## src/rtl/hex_loader_pkg.sv

```systemverilog
// Shared types and constants for the HEX/BIN ROM loader.
package hex_loader_pkg;

  localparam int unsigned ADDR_W = 15;
  localparam int unsigned CNT_W  = 16;

  localparam logic [7:0] REC_DATA    = 8'h00;
  localparam logic [7:0] REC_EOF     = 8'h01;
  localparam logic [7:0] ASCII_COLON = 8'h3A;

  // Intel HEX record parser states, one per character position
  typedef enum logic [3:0] {
    IDLE,
    CNT_H,
    CNT_L,
    ADR3,
    ADR2,
    ADR1,
    ADR0,
    TYP_H,
    TYP_L,
    DAT_H,
    DAT_L,
    CSM_H,
    CSM_L
  } hex_state_t;

endpackage

```

## src/rtl/hex_digit_dec.sv

```systemverilog
// ASCII hex digit decoder: 0-9, A-F, a-f to a nibble plus a valid flag.
module hex_digit_dec (
  input  logic [7:0] i_byte,
  output logic [3:0] o_nibble,
  output logic       o_valid
);

  // Classify the character and strip its ASCII offset
  always_comb begin
    o_nibble = 4'h0;
    o_valid  = 1'b0;
    if (i_byte >= 8'h30 && i_byte <= 8'h39) begin
      o_nibble = 4'(i_byte - 8'h30);
      o_valid  = 1'b1;
    end else if (i_byte >= 8'h41 && i_byte <= 8'h46) begin
      o_nibble = 4'(i_byte - 8'h37);
      o_valid  = 1'b1;
    end else if (i_byte >= 8'h61 && i_byte <= 8'h66) begin
      o_nibble = 4'(i_byte - 8'h57);
      o_valid  = 1'b1;
    end
  end

endmodule

```

## src/rtl/hex_rom_loader.sv

```systemverilog
// ROM loader for the AVR program store: raw BIN pass-through (index 0)
// or Intel HEX parsing (index != 0), with load status and CPU hold.
// Optional build macro HEX_CHECKSUM_EN adds record checksum verification.
module hex_rom_loader
  import hex_loader_pkg::*;
(
  input  logic              clk_sys,
  input  logic              reset,
  input  logic              ioctl_download,
  input  logic              ioctl_wr,
  input  logic [7:0]        ioctl_index,
  input  logic [14:0]       ioctl_addr,
  input  logic [7:0]        ioctl_dout,
  output logic              rom_we,
  output logic [14:0]       rom_waddr,
  output logic [7:0]        rom_wdata,
  output logic              cpu_hold,
  output logic              load_done,
  output logic              load_err,
  output logic [15:0]       byte_count
);

  localparam logic [CNT_W-1:0] CNT_MAX = '1;

  hex_state_t        r_state;
  hex_state_t        w_state_nxt;
  logic              r_dl_q;
  logic [7:0]        r_count;
  logic [7:0]        w_count_nxt;
  logic [ADDR_W-1:0] r_addr;
  logic [ADDR_W-1:0] w_addr_nxt;
  logic [7:0]        r_type;
  logic [7:0]        w_type_nxt;
  logic [3:0]        r_hi;
  logic [3:0]        w_hi_nxt;

  logic              r_rom_we;
  logic [ADDR_W-1:0] r_rom_waddr;
  logic [7:0]        r_rom_wdata;
  logic              r_load_done;
  logic              r_load_err;
  logic              r_cpu_hold;
  logic [CNT_W-1:0]  r_byte_count;

  logic              w_we_nxt;
  logic [ADDR_W-1:0] w_waddr_nxt;
  logic [7:0]        w_wdata_nxt;
  logic              w_err_set;
  logic              w_done_set;

  logic              w_dl_rise;
  logic              w_dl_fall;
  logic              w_strobe;
  logic              w_hex_mode;
  logic              w_hex_step;
  logic [3:0]        w_nibble;
  logic              w_nib_valid;
  logic [7:0]        w_byte;

  // The edge cycles of ioctl_download are reserved for clearing/aborting
  assign w_dl_rise  = ioctl_download & ~r_dl_q;
  assign w_dl_fall  = ~ioctl_download & r_dl_q;
  assign w_strobe   = ioctl_download & ioctl_wr & ~w_dl_rise;
  assign w_hex_mode = (ioctl_index != 8'h00);
  assign w_hex_step = w_strobe & w_hex_mode & (r_state != IDLE) & w_nib_valid;
  assign w_byte     = {r_hi, w_nibble};

  hex_digit_dec u_dec (
    .i_byte   (ioctl_dout),
    .o_nibble (w_nibble),
    .o_valid  (w_nib_valid)
  );

`ifdef HEX_CHECKSUM_EN
  logic [7:0] r_sum;
  logic       w_sum_add;

  assign w_sum_add = w_hex_step &
                     (r_state inside {CNT_L, ADR2, ADR0, TYP_L, DAT_L});

  // Running sum of record bytes, restarted at each record start
  always_ff @(posedge clk_sys) begin
    if (reset) begin
      r_sum <= 8'h00;
    end else if (w_strobe && w_hex_mode && r_state == IDLE) begin
      r_sum <= 8'h00;
    end else if (w_sum_add) begin
      r_sum <= 8'(r_sum + w_byte);
    end
  end
`endif

  // Parser state and record fields
  always_ff @(posedge clk_sys) begin
    if (reset) begin
      r_state <= IDLE;
      r_count <= 8'h00;
      r_addr  <= '0;
      r_type  <= 8'h00;
      r_hi    <= 4'h0;
    end else begin
      r_state <= w_state_nxt;
      r_count <= w_count_nxt;
      r_addr  <= w_addr_nxt;
      r_type  <= w_type_nxt;
      r_hi    <= w_hi_nxt;
    end
  end

  // Next-state, record field updates and write/flag requests
  always_comb begin
    w_state_nxt = r_state;
    w_count_nxt = r_count;
    w_addr_nxt  = r_addr;
    w_type_nxt  = r_type;
    w_hi_nxt    = r_hi;
    w_we_nxt    = 1'b0;
    w_waddr_nxt = r_rom_waddr;
    w_wdata_nxt = r_rom_wdata;
    w_err_set   = 1'b0;
    w_done_set  = 1'b0;

    if (w_dl_rise) begin
      w_state_nxt = IDLE;
    end else if (w_dl_fall) begin
      if (r_state != IDLE) w_err_set = 1'b1;
      w_state_nxt = IDLE;
    end else if (w_strobe && !w_hex_mode) begin
      w_we_nxt    = 1'b1;
      w_waddr_nxt = ioctl_addr;
      w_wdata_nxt = ioctl_dout;
    end else if (w_strobe) begin
      if (r_state == IDLE) begin
        if (ioctl_dout == ASCII_COLON) w_state_nxt = CNT_H;
      end else if (!w_nib_valid) begin
        w_err_set   = 1'b1;
        w_state_nxt = IDLE;
      end else begin
        case (r_state)
          CNT_H: begin
            w_hi_nxt    = w_nibble;
            w_state_nxt = CNT_L;
          end
          CNT_L: begin
            w_count_nxt = w_byte;
            w_state_nxt = ADR3;
          end
          ADR3: begin
            w_hi_nxt    = w_nibble;
            w_addr_nxt  = {w_nibble[2:0], r_addr[11:0]};
            w_state_nxt = ADR2;
          end
          ADR2: begin
            w_addr_nxt[11:8] = w_nibble;
            w_state_nxt      = ADR1;
          end
          ADR1: begin
            w_hi_nxt        = w_nibble;
            w_addr_nxt[7:4] = w_nibble;
            w_state_nxt     = ADR0;
          end
          ADR0: begin
            w_addr_nxt[3:0] = w_nibble;
            w_state_nxt     = TYP_H;
          end
          TYP_H: begin
            w_hi_nxt    = w_nibble;
            w_state_nxt = TYP_L;
          end
          TYP_L: begin
            w_type_nxt  = w_byte;
            w_state_nxt = (r_count == 8'h00 || w_byte != REC_DATA) ? CSM_H : DAT_H;
          end
          DAT_H: begin
            w_hi_nxt    = w_nibble;
            w_state_nxt = DAT_L;
          end
          DAT_L: begin
            w_we_nxt    = 1'b1;
            w_waddr_nxt = r_addr;
            w_wdata_nxt = w_byte;
            w_addr_nxt  = ADDR_W'(r_addr + ADDR_W'(1));
            w_count_nxt = 8'(r_count - 8'd1);
            w_state_nxt = (r_count == 8'd1) ? CSM_H : DAT_H;
          end
          CSM_H: begin
            w_hi_nxt    = w_nibble;
            w_state_nxt = CSM_L;
          end
          CSM_L: begin
            w_state_nxt = IDLE;
            if (r_type == REC_EOF) w_done_set = 1'b1;
`ifdef HEX_CHECKSUM_EN
            if (8'(r_sum + w_byte) != 8'h00) w_err_set = 1'b1;
`endif
          end
          default: w_state_nxt = IDLE;
        endcase
      end
    end
  end

  // Registered ROM write port, status flags and byte counter
  always_ff @(posedge clk_sys) begin
    if (reset) begin
      r_dl_q       <= 1'b0;
      r_rom_we     <= 1'b0;
      r_rom_waddr  <= '0;
      r_rom_wdata  <= 8'h00;
      r_load_done  <= 1'b0;
      r_load_err   <= 1'b0;
      r_cpu_hold   <= 1'b1;
      r_byte_count <= '0;
    end else begin
      r_dl_q      <= ioctl_download;
      r_rom_we    <= w_we_nxt;
      r_rom_waddr <= w_waddr_nxt;
      r_rom_wdata <= w_wdata_nxt;
      r_cpu_hold  <= ioctl_download | (~w_dl_rise & (r_load_err | w_err_set));
      if (w_dl_rise) begin
        r_load_done  <= 1'b0;
        r_load_err   <= 1'b0;
        r_byte_count <= '0;
      end else begin
        if (w_done_set) r_load_done <= 1'b1;
        if (w_err_set)  r_load_err  <= 1'b1;
        if (w_we_nxt && r_byte_count != CNT_MAX) begin
          r_byte_count <= CNT_W'(r_byte_count + CNT_W'(1));
        end
      end
    end
  end

  assign rom_we     = r_rom_we;
  assign rom_waddr  = r_rom_waddr;
  assign rom_wdata  = r_rom_wdata;
  assign cpu_hold   = r_cpu_hold;
  assign load_done  = r_load_done;
  assign load_err   = r_load_err;
  assign byte_count = r_byte_count;

endmodule

```

## config.mk

```make
export PLATFORM = sky130hd
export DESIGN_NAME = hex_rom_loader
export DESIGN_NICKNAME = d
export VERILOG_FILES = /design/src/rtl/hex_loader_pkg.sv /design/src/rtl/hex_digit_dec.sv /design/src/rtl/hex_rom_loader.sv
export SDC_FILE = /design/constraint.sdc
export NUM_CORES = 1
export LEC_CHECK = 0
export ABC_AREA = 1
export CAP_MARGIN = 10
export CORE_ASPECT_RATIO = 1.1
export CORE_MARGIN = 3
export CORE_UTILIZATION = 58
export CTS_CLUSTER_DIAMETER = 60
export DETAILED_ROUTE_END_ITERATION = 7
export GPL_ROUTABILITY_DRIVEN = 0
export PLACE_DENSITY = 0.86
export SYNTH_ARGS = -nofsm -noshare
export SYNTH_HDL_FRONTEND = slang
export SYNTH_SLANG_ARGS = --single-unit
```

## constraint.sdc

```tcl
create_clock -name clk_sys -period 3.6 [get_ports clk_sys]
set_clock_uncertainty 0.2 [all_clocks]
set_input_delay 1.08 -clock clk_sys [delete_from_list [all_inputs] [get_ports clk_sys]]
set_output_delay 1.08 -clock clk_sys [all_outputs]
set_load 0.01 [all_outputs]
```

# == Yosys cells after proc, flatten, opt, wreduce, memory -nomap -nowiden ==
# Index checks and enable logic that the tools add are counted.
# classes
add_sub_neg,6
div_mod_pow,0
n_eq_ne,18
n_lt_le_gt_ge,6
shift,0
mux,49
multipliers,0
reduce_logical,32
n_bitwise,13
# op_table
op,count
$mux 15,5
$reduce_and 7->1,7
$pmux 4 s11,1
$mux 8,5
$mux 1,25
$mux 4,6
$pmux 4 s2,3
$eq 4x4->1 const B,5
$add 16x1->16 const B,1
$eq 4x3->1 const B,4
$eq 8x1->1 const B,2
$ge 8x7->1 const B,2
$le 8x7->1 const B,2
$ne 16x16->1 const B,1
$pmux 8 s2,1
$reduce_bool 2->1,8
$reduce_bool 8->1,2
$add 15x1->15 const B,1
$eq 4x2->1 const B,2
$eq 8x6->1 const B,1
$ge 8x6->1 const B,1
$le 8x6->1 const B,1
$logic_not 8->1,1
$sub 4x3->4 const B,2
other kinds (20),35
# totals
regBits,83
n_memories,0
wordCells,140
inputBits,35
output_inout_bits,43
latch_bits,0
ram_bits,0
mem_bits_ro,0

# == Logic depth before layout (Yosys ltp) ==
# logic_depth
ltp_word,14
mapped_depth,14
depth_no_buf,14

# == Hierarchy ==
# A second synthesis with hierarchy kept.
# hier_totals
hier_cells,807
area_unflattened_um2,5151.2
# by_module_without_submodules
mod,cells_per_inst,seq_area_each_um2,area_each_um2,instances
hex_rom_loader,769,1661.6,4958.5,1
hex_digit_dec,38,0.0,192.7,1

# == Least setup slack after synthesis ==
# Ideal clock, no wire load.
# synth_timing
path_kind,input-to-reg
start,input ioctl_download
end,register r_count[7]
slack_ns,0.928
required_time_ns,3.268
stages,11
n_path_buf,0
t_arrival_ns,2.340
path_cell_list,ha_1 > inv_1 > nand3_1 > inv_2 > nand2_1 > nor2_1 > nand2_2 > nor2_8 > nand2_4 > o21ai_0 > a21oi_1
# synth_via
elab_chain_len,6
word_cells_on_any_way,10
# synth_rtl
item,line,rtl
from (decl),hex_rom_loader.sv:9,"input logic ioctl_download,"
$and 1x1->1,hex_rom_loader.sv:61,assign w_dl_rise = ioctl_download & ~r_dl_q;
$not 1->1 (no source line),n/a,
$and 1x1->1,hex_rom_loader.sv:63,assign w_strobe = ioctl_download & ioctl_wr & ~w_dl_rise;
$logic_and 1x1->1,hex_rom_loader.sv:128,end else if (w_strobe && !w_hex_mode) begin
$not 1->1 (no source line),n/a,
$reduce_and 7->1 (no source line) *,n/a,
to (signal assigned),hex_rom_loader.sv:103,r_count <= w_count_nxt;
to (decl),hex_rom_loader.sv:28,logic [7:0] r_count;
# Every way passes the cells marked *; elsewhere a longest branch is shown, timed or not.
# A chain may end at the register's enable or synchronous reset.

# == Worst setup path in the final report ==
# layout_timing
start,input ioctl_dout[0]
end,"register r_rom_wdata[2], in the netlist rom_wdata[2]"
# layout_via
elab_chain_len,10
word_cells_on_any_way,25
# layout_rtl
item,line,rtl
from (decl),hex_rom_loader.sv:13,"input logic [7:0] ioctl_dout,"
$ge 8x7->1 or $le 8x7->1 (tied branches),hex_digit_dec.sv:18,end else if (i_byte >= 8'h61 && i_byte <= 8'h66) begin
$logic_and 1x1->1,hex_digit_dec.sv:18,
$mux 4,hex_digit_dec.sv:18,
$mux 4,hex_digit_dec.sv:15,end else if (i_byte >= 8'h41 && i_byte <= 8'h46) begin
$mux 4,hex_digit_dec.sv:12,if (i_byte >= 8'h30 && i_byte <= 8'h39) begin
$mux 8,hex_rom_loader.sv:139,case (r_state)
$mux 8,hex_rom_loader.sv:135,end else if (!w_nib_valid) begin
$mux 8,hex_rom_loader.sv:133,if (r_state == IDLE) begin
$mux 8,hex_rom_loader.sv:132,end else if (w_strobe) begin
$mux 8,hex_rom_loader.sv:128,
to (signal assigned),hex_rom_loader.sv:218,r_rom_wdata <= w_wdata_nxt;
to (decl),hex_rom_loader.sv:39,logic [7:0] r_rom_wdata;
# Parallel ways exist; a longest one is shown, timed or not. The select of a mux whose other input is x is not followed.

==> metrics.yaml <==
finalSetupViolCount: 0
status: "complete, no violations"
p_int_uw: 1434
setup.reg_to_reg.worst_slack_ns: 1.23
synthesis.area_per_instance_um2: 6.732
hold_viol_final: 0
timing.critical_path.buf_inv: 3
multi_input_comb_area_um2: 2669
clk_pin_slew_worst_paths_ns: 0.09
post_synth_num_cell_types: 40
synth_seq_cells: 83
tritoncts: "built"
min_path_cells: 2
clockPowerShare_pct: 44.3
die_extent_in_y_um: 101.2
final_layout_size_suffix_gt1_share_pct: 8.333
number_of_antenna_violations_at_the_first_check_in_global_routing: 0
tritoncts.num_buffers: 9
row_count: 34
cp-end-kind: "register"
grt_pass1_wl_um: 21910
nets: 837
path_max_fanout: 24
tightest_slew_ns: 0.6183
die_width_um: 92.56
cts_repair_resize_count: 0
synthesis.nets: 760
antenna_violating_nets_post_route: 0
power_frac_seq_pct: 49.5
critical_path_cell_with_the_highest_stage_delay: "sky130_fd_sc_hd__clkdlybuf4s50_1"
setup-tns-final_ns: 0
relSlewSlack_pct: 58.46
number_of_buffers_on_the_longest_clock_path: 2
via_per_inst: 5.606
power_frac_comb_pct: 6.2
crit_path_cell_trace: "clkdlybuf4s50_1 -> inv_1 -> ha_1 -> nand4_1 -> nand2_2 -> nand2_4 -> nand2_4 -> nand2_1 -> nand3_1 -> inv_2 -> o21ai_0 -> a21oi_1"
clkLatencyLatePin_ns: 0.37
min_period_over_period_pct: 90.73
count_of_vias_placed_by_the_detailed_router: 5045
holdWs_ns: 0.2527
critPathMostFrequentCell: "sky130_fd_sc_hd__nand2_4"
worst_hold_startpoint: "load_done"
firstDrtPassIters: 7
achievable-frequency_mhz: 306.2
grt_max_degree: 41
ioPinCount: 78
critical_path.reg2reg.startpoint: "r_state[2]"
fp.coreArea_um2: 7955
cts-hold-fix-buffers: 0
synth-edff-count: 0
postLayoutSetupSlackWorst_ns: 0.3337
worst-setup-path-type: "input port to register"
ctsHtreeMaxLevel: 3
worst-r2r-cell-count: 11
gate_count_post_synth: 710
postCtsSetupBuffers: 0
nFillCells: 625
drc_violation_count_after_routing: 0
cp_data_arrival_time_ns: 3.36
cp_top_family: "buffers and inverters"
diodes: 0
whs_endpoint: "load_done"
setup_repair_after_global_routing_missed_its_margin: "false"
critical_path_required_ns: 3.70
ctsRootBufferMaster: "sky130_fd_sc_hd__clkbuf_8"
grt-ovfl-total: 0
routed_wire_length_per_instance_um: 14.86
drv_cap: 0
static-leakage-power_uw: 0.002322
final_period_minus_worst_setup_slack_ns: 3.266
power_density_nw_per_um2: 315.1
dieArea_um2: 9367
grt_use_total_pct: 28.73
wl_um: 13380
reg2reg_to: "rom_wdata[2]"
numClockSinks: 83
post-dp-hpwl_um: 9754
peakVddDrop_v: 0.0002262
ys.flop_type: "sky130_fd_sc_hd__dfxtp_1"
synth_warnings: 0
p_sw_uw: 423.0
dr.first_iter.drc_count: 391
startpoint_type: "input port"
area_growth_syn_to_layout_pct: 23.32
post_synth_instance_area_um2: 4780
worst_hold_path_type: "register to register"
final_max_slew_viol_count: 0
first_global_vias: 4700
start_util_pct: 60.08
numPortBuffers: 77
switching_share_pct: 22.78
cp_slowest_stage_delay_ns: 0.55
synth.yosys.seq_area_share_pct: 34.76
pre_cts_ws_ns: 0.06638
postSynth.asyncResetShare_pct: 0
seq_area_um2: 1662
-- logic make-up after synthesis --
group           synth area share (%)
simple gates                   32.09
compound gates                 17.43
buf+inv                        9.398
flops                          34.76
fa+ha+maj                      3.927
xor+xnor                       2.382
-- synthesized netlist by cell type (4+ instances only) --
cell type / instances / area, um2
sky130_fd_sc_hd__a211oi_1: 12 / 90.09
sky130_fd_sc_hd__clkbuf_1: 10 / 37.54
sky130_fd_sc_hd__a31oi_1: 5 / 31.28
sky130_fd_sc_hd__nand2_4: 4 / 45.04
sky130_fd_sc_hd__xor2_1: 11 / 96.34
sky130_fd_sc_hd__buf_2: 5 / 25.02
sky130_fd_sc_hd__o21ai_0: 76 / 380.4
sky130_fd_sc_hd__nand4_1: 10 / 62.56
sky130_fd_sc_hd__or2_2: 4 / 25.02
sky130_fd_sc_hd__a21oi_1: 54 / 270.3
sky130_fd_sc_hd__dfxtp_1: 83 / 1662
sky130_fd_sc_hd__nand3_1: 32 / 160.2
sky130_fd_sc_hd__nand2_1: 136 / 510.5
sky130_fd_sc_hd__inv_2: 8 / 30.03
sky130_fd_sc_hd__nor2_2: 5 / 31.28
sky130_fd_sc_hd__ha_1: 15 / 187.7
sky130_fd_sc_hd__nor2_1: 97 / 364.1
sky130_fd_sc_hd__nand2_2: 8 / 50.05
sky130_fd_sc_hd__nor3_1: 19 / 95.09
sky130_fd_sc_hd__inv_1: 82 / 307.8
-- layout by cell type, fill, tap and decap left out, drive strengths merged, types with 15 or more instances in the layout --
cell           count
ha                15
inv               91
a21oi             54
o21ai             78
nand3             36
nor2             106
dfxtp             83
nand2            148
clkdlybuf4s50     77
nor3              22
-- power groups by stage --
stage / Combinational [uW] / Clock, uW / Sequential [uW]
floorplan: 50.6 / 0 / 941
global placement: 109 / 0 / 940
detailed placement: 111 / 0 / 940
CTS: 114 / 825 / 919
global route: 125 / 859 / 919
finish: 115 / 823 / 919
-- metal layers --
| metal | vias to the layer above | routed length, um | track usage (%) |
|---|---|---|---|
| met5 | - | 0 | 0 |
| met2 | 265 | 6350 | 48.94 |
| li1 | 2471 | - | - |
| met1 | 2280 | 5728 | 37.23 |
| met3 | 29 | 1025 | 4.829 |
| met4 | 0 | 272 | 9.486 |
-- worst max-delay path by stage --
stage                         from             to  slack (ns)  cells past startpoint
floorplan           ioctl_download     r_count[7]        0.93                     11
global placement     ioctl_dout[0]  byte_count[2]        0.21                     12
detailed placement   ioctl_dout[0]   rom_wdata[2]        0.07                     12
CTS                  ioctl_dout[0]   rom_wdata[2]        0.37                     13
global route         ioctl_dout[0]   rom_wdata[2]        0.11                     13
finish               ioctl_dout[0]   rom_wdata[2]        0.33                     12
-- sequential cells by signal, summed over array words and instances, names as in the netlist --
name        count
byte_count     16
r_addr         15
rom_waddr      15
r_count         8
r_type          8
rom_wdata       8
r_hi            4
r_state         4
cpu_hold        1
load_done       1
load_err        1
r_dl_q          1
rom_we          1
-- layout make-up --
type / instances / share of cell area [%]
clock buffer: 10 / 2.165
clock inverter: 6 / 1.910
inverter: 90 / 5.731
multi-input combinational: 517 / 45.28
sequential: 83 / 28.19
tap: 108 / 2.293
timing repair buffer: 86 / 14.43
-- stage by stage --
| stage | power (uW) | area (um2) | util [%] | std cells |
|---|---|---|---|---|
| floorplan | 991.3 | 4780 | - | 710 |
| global placement | 1049 | 5654 | 71.08 | 884 |
| detailed placement | 1052 | 5654 | 71.08 | 884 |
| CTS | 1858 | 5894 | 74.10 | 900 |
| global route | 1903 | 5894 | 74.10 | 900 |
| finish | 1857 | 5894 | 74.10 | 900 |
-- worst register-to-register path, delay by kind of cell (launching register included) --
kind / cells / cell delay [ns]
AND/OR/NAND/NOR: 4 / 0.45
adder cells (fa/ha/maj): 1 / 0.15
AO/OA/AOI/OAI: 2 / 0.30
buffers and inverters: 4 / 0.86
flip-flops: 1 / 0.35
Power figures use the tool's default switching activity.
